**src/rtl/multicycle_control_fsm.sv**
```systemverilog
// Main sequencer for the multicycle MIPS datapath: fetch/decode/execute/memory/writeback
// with memory handshake, IR load strobe and all datapath selects/enables.
module multicycle_control_fsm #(
    parameter int MEM_HANDSHAKE = 1
) (
    input  logic       clk,
    input  logic       reset,
    input  logic [5:0] op,
    input  logic       zero,
    input  logic       mem_ready,
    output logic       mem_req,
    output logic       mem_write,
    output logic       iord,
    output logic       ir_write,
    output logic       pc_en,
    output logic [1:0] pc_src,
    output logic       alu_src_a,
    output logic [1:0] alu_src_b,
    output logic [1:0] alu_op,
    output logic       reg_dst,
    output logic       mem_to_reg,
    output logic       reg_write,
    output logic       illegal_op,
    output logic [3:0] state
);

    // state    | meaning
    // FETCH    | read instruction at PC, PC <= PC + 4 when memory completes
    // DECODE   | compute branch target into ALUOut, dispatch on opcode
    // MEMADR   | effective address = regA + sign-extended imm
    // MEMRD    | load data access, wait for memory
    // MEMWB    | write MDR into rt
    // MEMWR    | store data access, wait for memory
    // EXECUTE  | R-type ALU operation on regA/regB
    // ALUWB    | write ALUOut into rd
    // BRANCH   | compare regA/regB, take ALUOut target on zero
    // ADDIEXEC | regA + sign-extended imm
    // ADDIWB   | write ALUOut into rt
    // JUMP     | load jump target into PC
    typedef enum logic [3:0] {
        S_FETCH    = 4'd0,
        S_DECODE   = 4'd1,
        S_MEMADR   = 4'd2,
        S_MEMRD    = 4'd3,
        S_MEMWB    = 4'd4,
        S_MEMWR    = 4'd5,
        S_EXECUTE  = 4'd6,
        S_ALUWB    = 4'd7,
        S_BRANCH   = 4'd8,
        S_ADDIEXEC = 4'd9,
        S_ADDIWB   = 4'd10,
        S_JUMP     = 4'd11
    } state_t;

    localparam logic [5:0] OP_RTYPE = 6'b000000;
    localparam logic [5:0] OP_J     = 6'b000010;
    localparam logic [5:0] OP_BEQ   = 6'b000100;
    localparam logic [5:0] OP_ADDI  = 6'b001000;
    localparam logic [5:0] OP_LW    = 6'b100011;
    localparam logic [5:0] OP_SW    = 6'b101011;

    state_t state_q;
    state_t state_d;
    logic   ready;

    // Without a handshake every access is assumed to complete in one cycle.
    assign ready = (MEM_HANDSHAKE != 0) ? mem_ready : 1'b1;
    assign state = state_q;

    always_ff @(posedge clk) begin
        if (reset) begin
            state_q <= S_FETCH;
        end else begin
            state_q <= state_d;
        end
    end

    always_comb begin
        state_d    = S_FETCH;
        mem_req    = 1'b0;
        mem_write  = 1'b0;
        iord       = 1'b0;
        ir_write   = 1'b0;
        pc_en      = 1'b0;
        pc_src     = 2'b00;
        alu_src_a  = 1'b0;
        alu_src_b  = 2'b00;
        alu_op     = 2'b00;
        reg_dst    = 1'b0;
        mem_to_reg = 1'b0;
        reg_write  = 1'b0;
        illegal_op = 1'b0;

        case (state_q)
            S_FETCH: begin
                mem_req   = 1'b1;
                alu_src_b = 2'b01;
                ir_write  = ready;
                pc_en     = ready;
                state_d   = ready ? S_DECODE : S_FETCH;
            end
            S_DECODE: begin
                alu_src_b = 2'b11;
                case (op)
                    OP_LW, OP_SW: state_d = S_MEMADR;
                    OP_RTYPE:     state_d = S_EXECUTE;
                    OP_BEQ:       state_d = S_BRANCH;
                    OP_ADDI:      state_d = S_ADDIEXEC;
                    OP_J:         state_d = S_JUMP;
                    default: begin
                        state_d    = S_FETCH;
                        illegal_op = 1'b1;
                    end
                endcase
            end
            S_MEMADR: begin
                alu_src_a = 1'b1;
                alu_src_b = 2'b10;
                state_d   = (op == OP_SW) ? S_MEMWR : S_MEMRD;
            end
            S_MEMRD: begin
                mem_req = 1'b1;
                iord    = 1'b1;
                state_d = ready ? S_MEMWB : S_MEMRD;
            end
            S_MEMWB: begin
                mem_to_reg = 1'b1;
                reg_write  = 1'b1;
            end
            S_MEMWR: begin
                mem_req   = 1'b1;
                iord      = 1'b1;
                mem_write = 1'b1;
                state_d   = ready ? S_FETCH : S_MEMWR;
            end
            S_EXECUTE: begin
                alu_src_a = 1'b1;
                alu_op    = 2'b10;
                state_d   = S_ALUWB;
            end
            S_ALUWB: begin
                reg_dst   = 1'b1;
                reg_write = 1'b1;
            end
            S_BRANCH: begin
                alu_src_a = 1'b1;
                alu_op    = 2'b01;
                pc_src    = 2'b01;
                pc_en     = zero;
            end
            S_ADDIEXEC: begin
                alu_src_a = 1'b1;
                alu_src_b = 2'b10;
                state_d   = S_ADDIWB;
            end
            S_ADDIWB: begin
                reg_write = 1'b1;
            end
            S_JUMP: begin
                pc_src = 2'b10;
                pc_en  = 1'b1;
            end
            default: begin
                state_d = S_FETCH;
            end
        endcase

        // No write or request may escape while reset is held, whatever the state.
        if (reset) begin
            mem_req    = 1'b0;
            mem_write  = 1'b0;
            ir_write   = 1'b0;
            pc_en      = 1'b0;
            reg_write  = 1'b0;
            illegal_op = 1'b0;
        end
    end

endmodule

```
**config.mk**
```make
export PLATFORM = sky130hd
export DESIGN_NAME = multicycle_control_fsm
export DESIGN_NICKNAME = d
export VERILOG_FILES = /design/src/rtl/multicycle_control_fsm.sv
export SDC_FILE = /design/constraint.sdc
export NUM_CORES = 1
export LEC_CHECK = 0
export ABC_CLOCK_PERIOD_IN_PS = 2050
export CAP_MARGIN = 20
export CORE_AREA = 2 2 39 41
export CTS_CLUSTER_SIZE = 10
export DETAILED_ROUTE_END_ITERATION = 10
export DIE_AREA = 0 0 41 43
export DONT_BUFFER_PORTS = 1
export HOLD_SLACK_MARGIN = 0.06
export PLACE_DENSITY_LB_ADDON = 0.25
export REMOVE_ABC_BUFFERS = 1
export SLEW_MARGIN = 20
export SYNTH_ARGS = -nofsm -noshare
export SYNTH_HDL_FRONTEND = slang
export SYNTH_SLANG_ARGS = --single-unit
export TNS_END_PERCENT = 50
```
**constraint.sdc**
```tcl
create_clock -name clk -period 2.05 [get_ports clk]
set_clock_uncertainty 0.15 [all_clocks]
set_input_delay 0.5125 -clock clk [delete_from_list [all_inputs] [get_ports clk]]
set_output_delay 0.5125 -clock clk [all_outputs]
set_load 0.01 [all_outputs]
```
==> results.yml <==
min_path:
  worstHoldEndpoint: "state[3]"
  whs_path_depth: 1
  min_path_type: "input port to flop"
  hold_start: "reset"
layout:
  final_nets: 103
  syn_to_final_growth_pct: 16.6
  largest_register_ffs: 4
  antennaDiodeCount: 0
  drive_above_1_share_pct: 33.0
  fin_cells: 107
  finalInstanceArea_um2: 696
cts:
  clk_pin_slew_worst_paths_ns: 0.04
  ctsHoldBuffers: 0
  tritoncts: "built"
  h-tree-depth: 1
  cts_sinks: 4
  clkLatencyLatePin_ns: 0.24
  cts-root-buf: "clkbuf_4"
  clock_path_buffers: 2
  cts-buffers-inserted: 3
setup_path:
  endpoint_kind: "primary output"
  required_ns: 1.39
  reg2reg_to: "state[2]"
  worstPathMaxFanout: 7
  cp-start-kind: "flop"
  reg2reg_slack_ns: 0.51
  r2r_start: "state[2]"
  critPathKind: "flop to primary output"
  worstPathArrival_ns: 1.36
  worstRegToRegCells: 5
floorplanning:
  num_rows: 14
  boundaryPins: 30
  initial_core_util_pct: 43.1
  die_x_um: 41
  die_y_um: 43
  dieArea_um2: 1760
  coreArea_um2: 1380
grt:
  antenna_found_initial: 0
  overflow: 0
  grt_max_degree: 12
  grt_pass1_vias: 557
  grt_pass1_wl_mm: 2.33
  grt_use_total_pct: 19.6
place:
  dp_slack_ns: 0.134
  io_buffers: 0
  detailed_place_hpwl_mm: 1.21
  dp_cells: 103
  gp_congestion: 0.803
  dpl_cell_area_um2: 638
detailed_routing:
  num_vias: 643
  wl_mm: 1.56
  drtAntennaViolNets: 0
  wl_per_cell_um: 14.5
  routed_via_density: 6.01
  drc: 0
  drtIter0Drc: 7
  drt_pass1_iterations: 3
timing:
  hold_viol_final: 0
  rsz0062_at_grt: "true"
  hold_ws_ns: 0.210
  worst_pin_slew_ns: 0.371
  slew_viol_final: 0
  post-route-min-period_ns: 2.02
  fmax_ghz: 0.494
  fin_tns_setup_ns: 0
  fin_crit_sh_pct: 98.7
  fin_ws_ns: 0.0275
  setup_viol: 0
  relSlewSlack_pct: 75.0
status:
  status: "finished, final reports clean"
synthesis:
  ys.flop_type: "dfxtp_1"
  syn_area_per_cell_um2: 7.28
  yosys-top-cells-area: "dfxtp_1 13%, buf_6 9.4%, nor3_1 7.5%"
  ys_seq_area_share_pct: 13.4
  synth_cell_types: 32
  synth_top_cell_by_area: "dfxtp_1"
  synth_top_area_share_pct: 13.4
  synth_warnings: 0
  synth-seq-cells: 4
  async_flop_share_pct: 0
  synthesis.area_um2: 597
  synth_edf_count: 0
  synthCells: 82
pwr:
  powerDensity_nw_per_um2: 350
  ir_drop_v: 0.000157
  leakagePower_nw: 0.268
job:
  drv_cap: 0
synth_stat cells, types with 3 or more instances:
cell type and number:
o21ai_0 7, nor2_1 11, dfxtp_1 4, a31oi_1 4
nor3_1 9, nand3_1 3, xor2_1 3, nand2b_1 3
and3_1 3, a21oi_1 3, nand2_1 3, buf_6 5
layout by cell type (no fill, tap or decap), types with 2 or more instances in the layout:
cell,netlist,layout
clkbuf_4,0,3
nand2_1,3,3
nor3_2,2,2
a21oi_1,3,2
or3b_1,2,2
o21ai_0,7,7
o211ai_1,2,2
and3_1,3,3
nand2b_1,3,3
nor2_1,11,10
nor3_1,9,9
a31oi_1,4,4
dfxtp_4,0,2
xor2_1,3,3
buf_4,1,13
inv_1,2,2
nand3_1,3,3
critical path, stage by stage, from the launching register on:
cell and delay (ns):
dfxtp_4 0.38, or2b_4 0.33, nor2_4 0.10, a21oi_2 0.03, nor3_1 0.13, buf_4 0.15
where the power goes:
part / internal (mW) / switching [mW]
Combinational: 0.0285 / 0.0315
Sequential: 0.0787 / 0.00435
Clock: 0.0656 / 0.0351
worst max-delay path by stage:
stage,startpoint,endpoint,slack (ns)
floorplan,state[0],mem_req,0.06
detailed placement,state[0],mem_req,0.13
global placement,op[1],illegal_op,0.16
finish,state[0],mem_req,0.03
global route,state[0],mem_req,-0.04
CTS,state[0],mem_req,0.003
through the flow:
stage	total power, mW	util, %
2_1_floorplan	0.126	-
3_3_place_gp	0.139	46.1
3_5_place_dp	0.141	46.1
4_1_cts	0.242	48.6
5_1_grt	0.253	50.3
6_report	0.244	50.3
cell families (layout without fill, tap and decap cells):
group | Yosys count | in the layout | share of synthesized area, %
and+or+nand+nor | 44 | 44 | 44.4
AOI/OAI and AO/OA | 20 | 20 | 21.6
buffers and inverters | 9 | 18 | 12.8
xor gates and xnor gates | 4 | 4 | 5.87
DFF | 4 | 4 | 13.4
muxes | 1 | 1 | 1.89
timing repair:
| item | CTS | global route |
|---|---|---|
| hold endpoints to repair | 0 | 0 |
| gates resized for setup | 4 | 5 |
| cloned | 0 | 0 |
| endpoints found under the setup margin | 6 | 5 |
| setup buffers | 0 | 1 |
| pin swaps | 0 | 0 |
routing by layer:
layer / up-vias / wire, um / GRT usage [%] / share of wire (%)
met5: - / 0 / 0 / 0
met4: 0 / 22 / 12.0 / 1.4
met3: 3 / 125 / 4.19 / 8.0
met2: 26 / 736 / 30.6 / 47
met1: 294 / 670 / 23.1 / 43
li1: 320 / - / - / -
area by class of cell:
| type | count | area (um^2) |
|---|---|---|
| well taps | 16 | 20.0 |
| inverters | 2 | 7.51 |
| multi-input cells | 69 | 459 |
| clock buffers | 3 | 22.5 |
| repair buffers | 13 | 97.6 |
| flip-flops and latches | 4 | 88.8 |
| fillers | 147 | 688 |
Note: power is estimated with default switching activity, not from simulation.
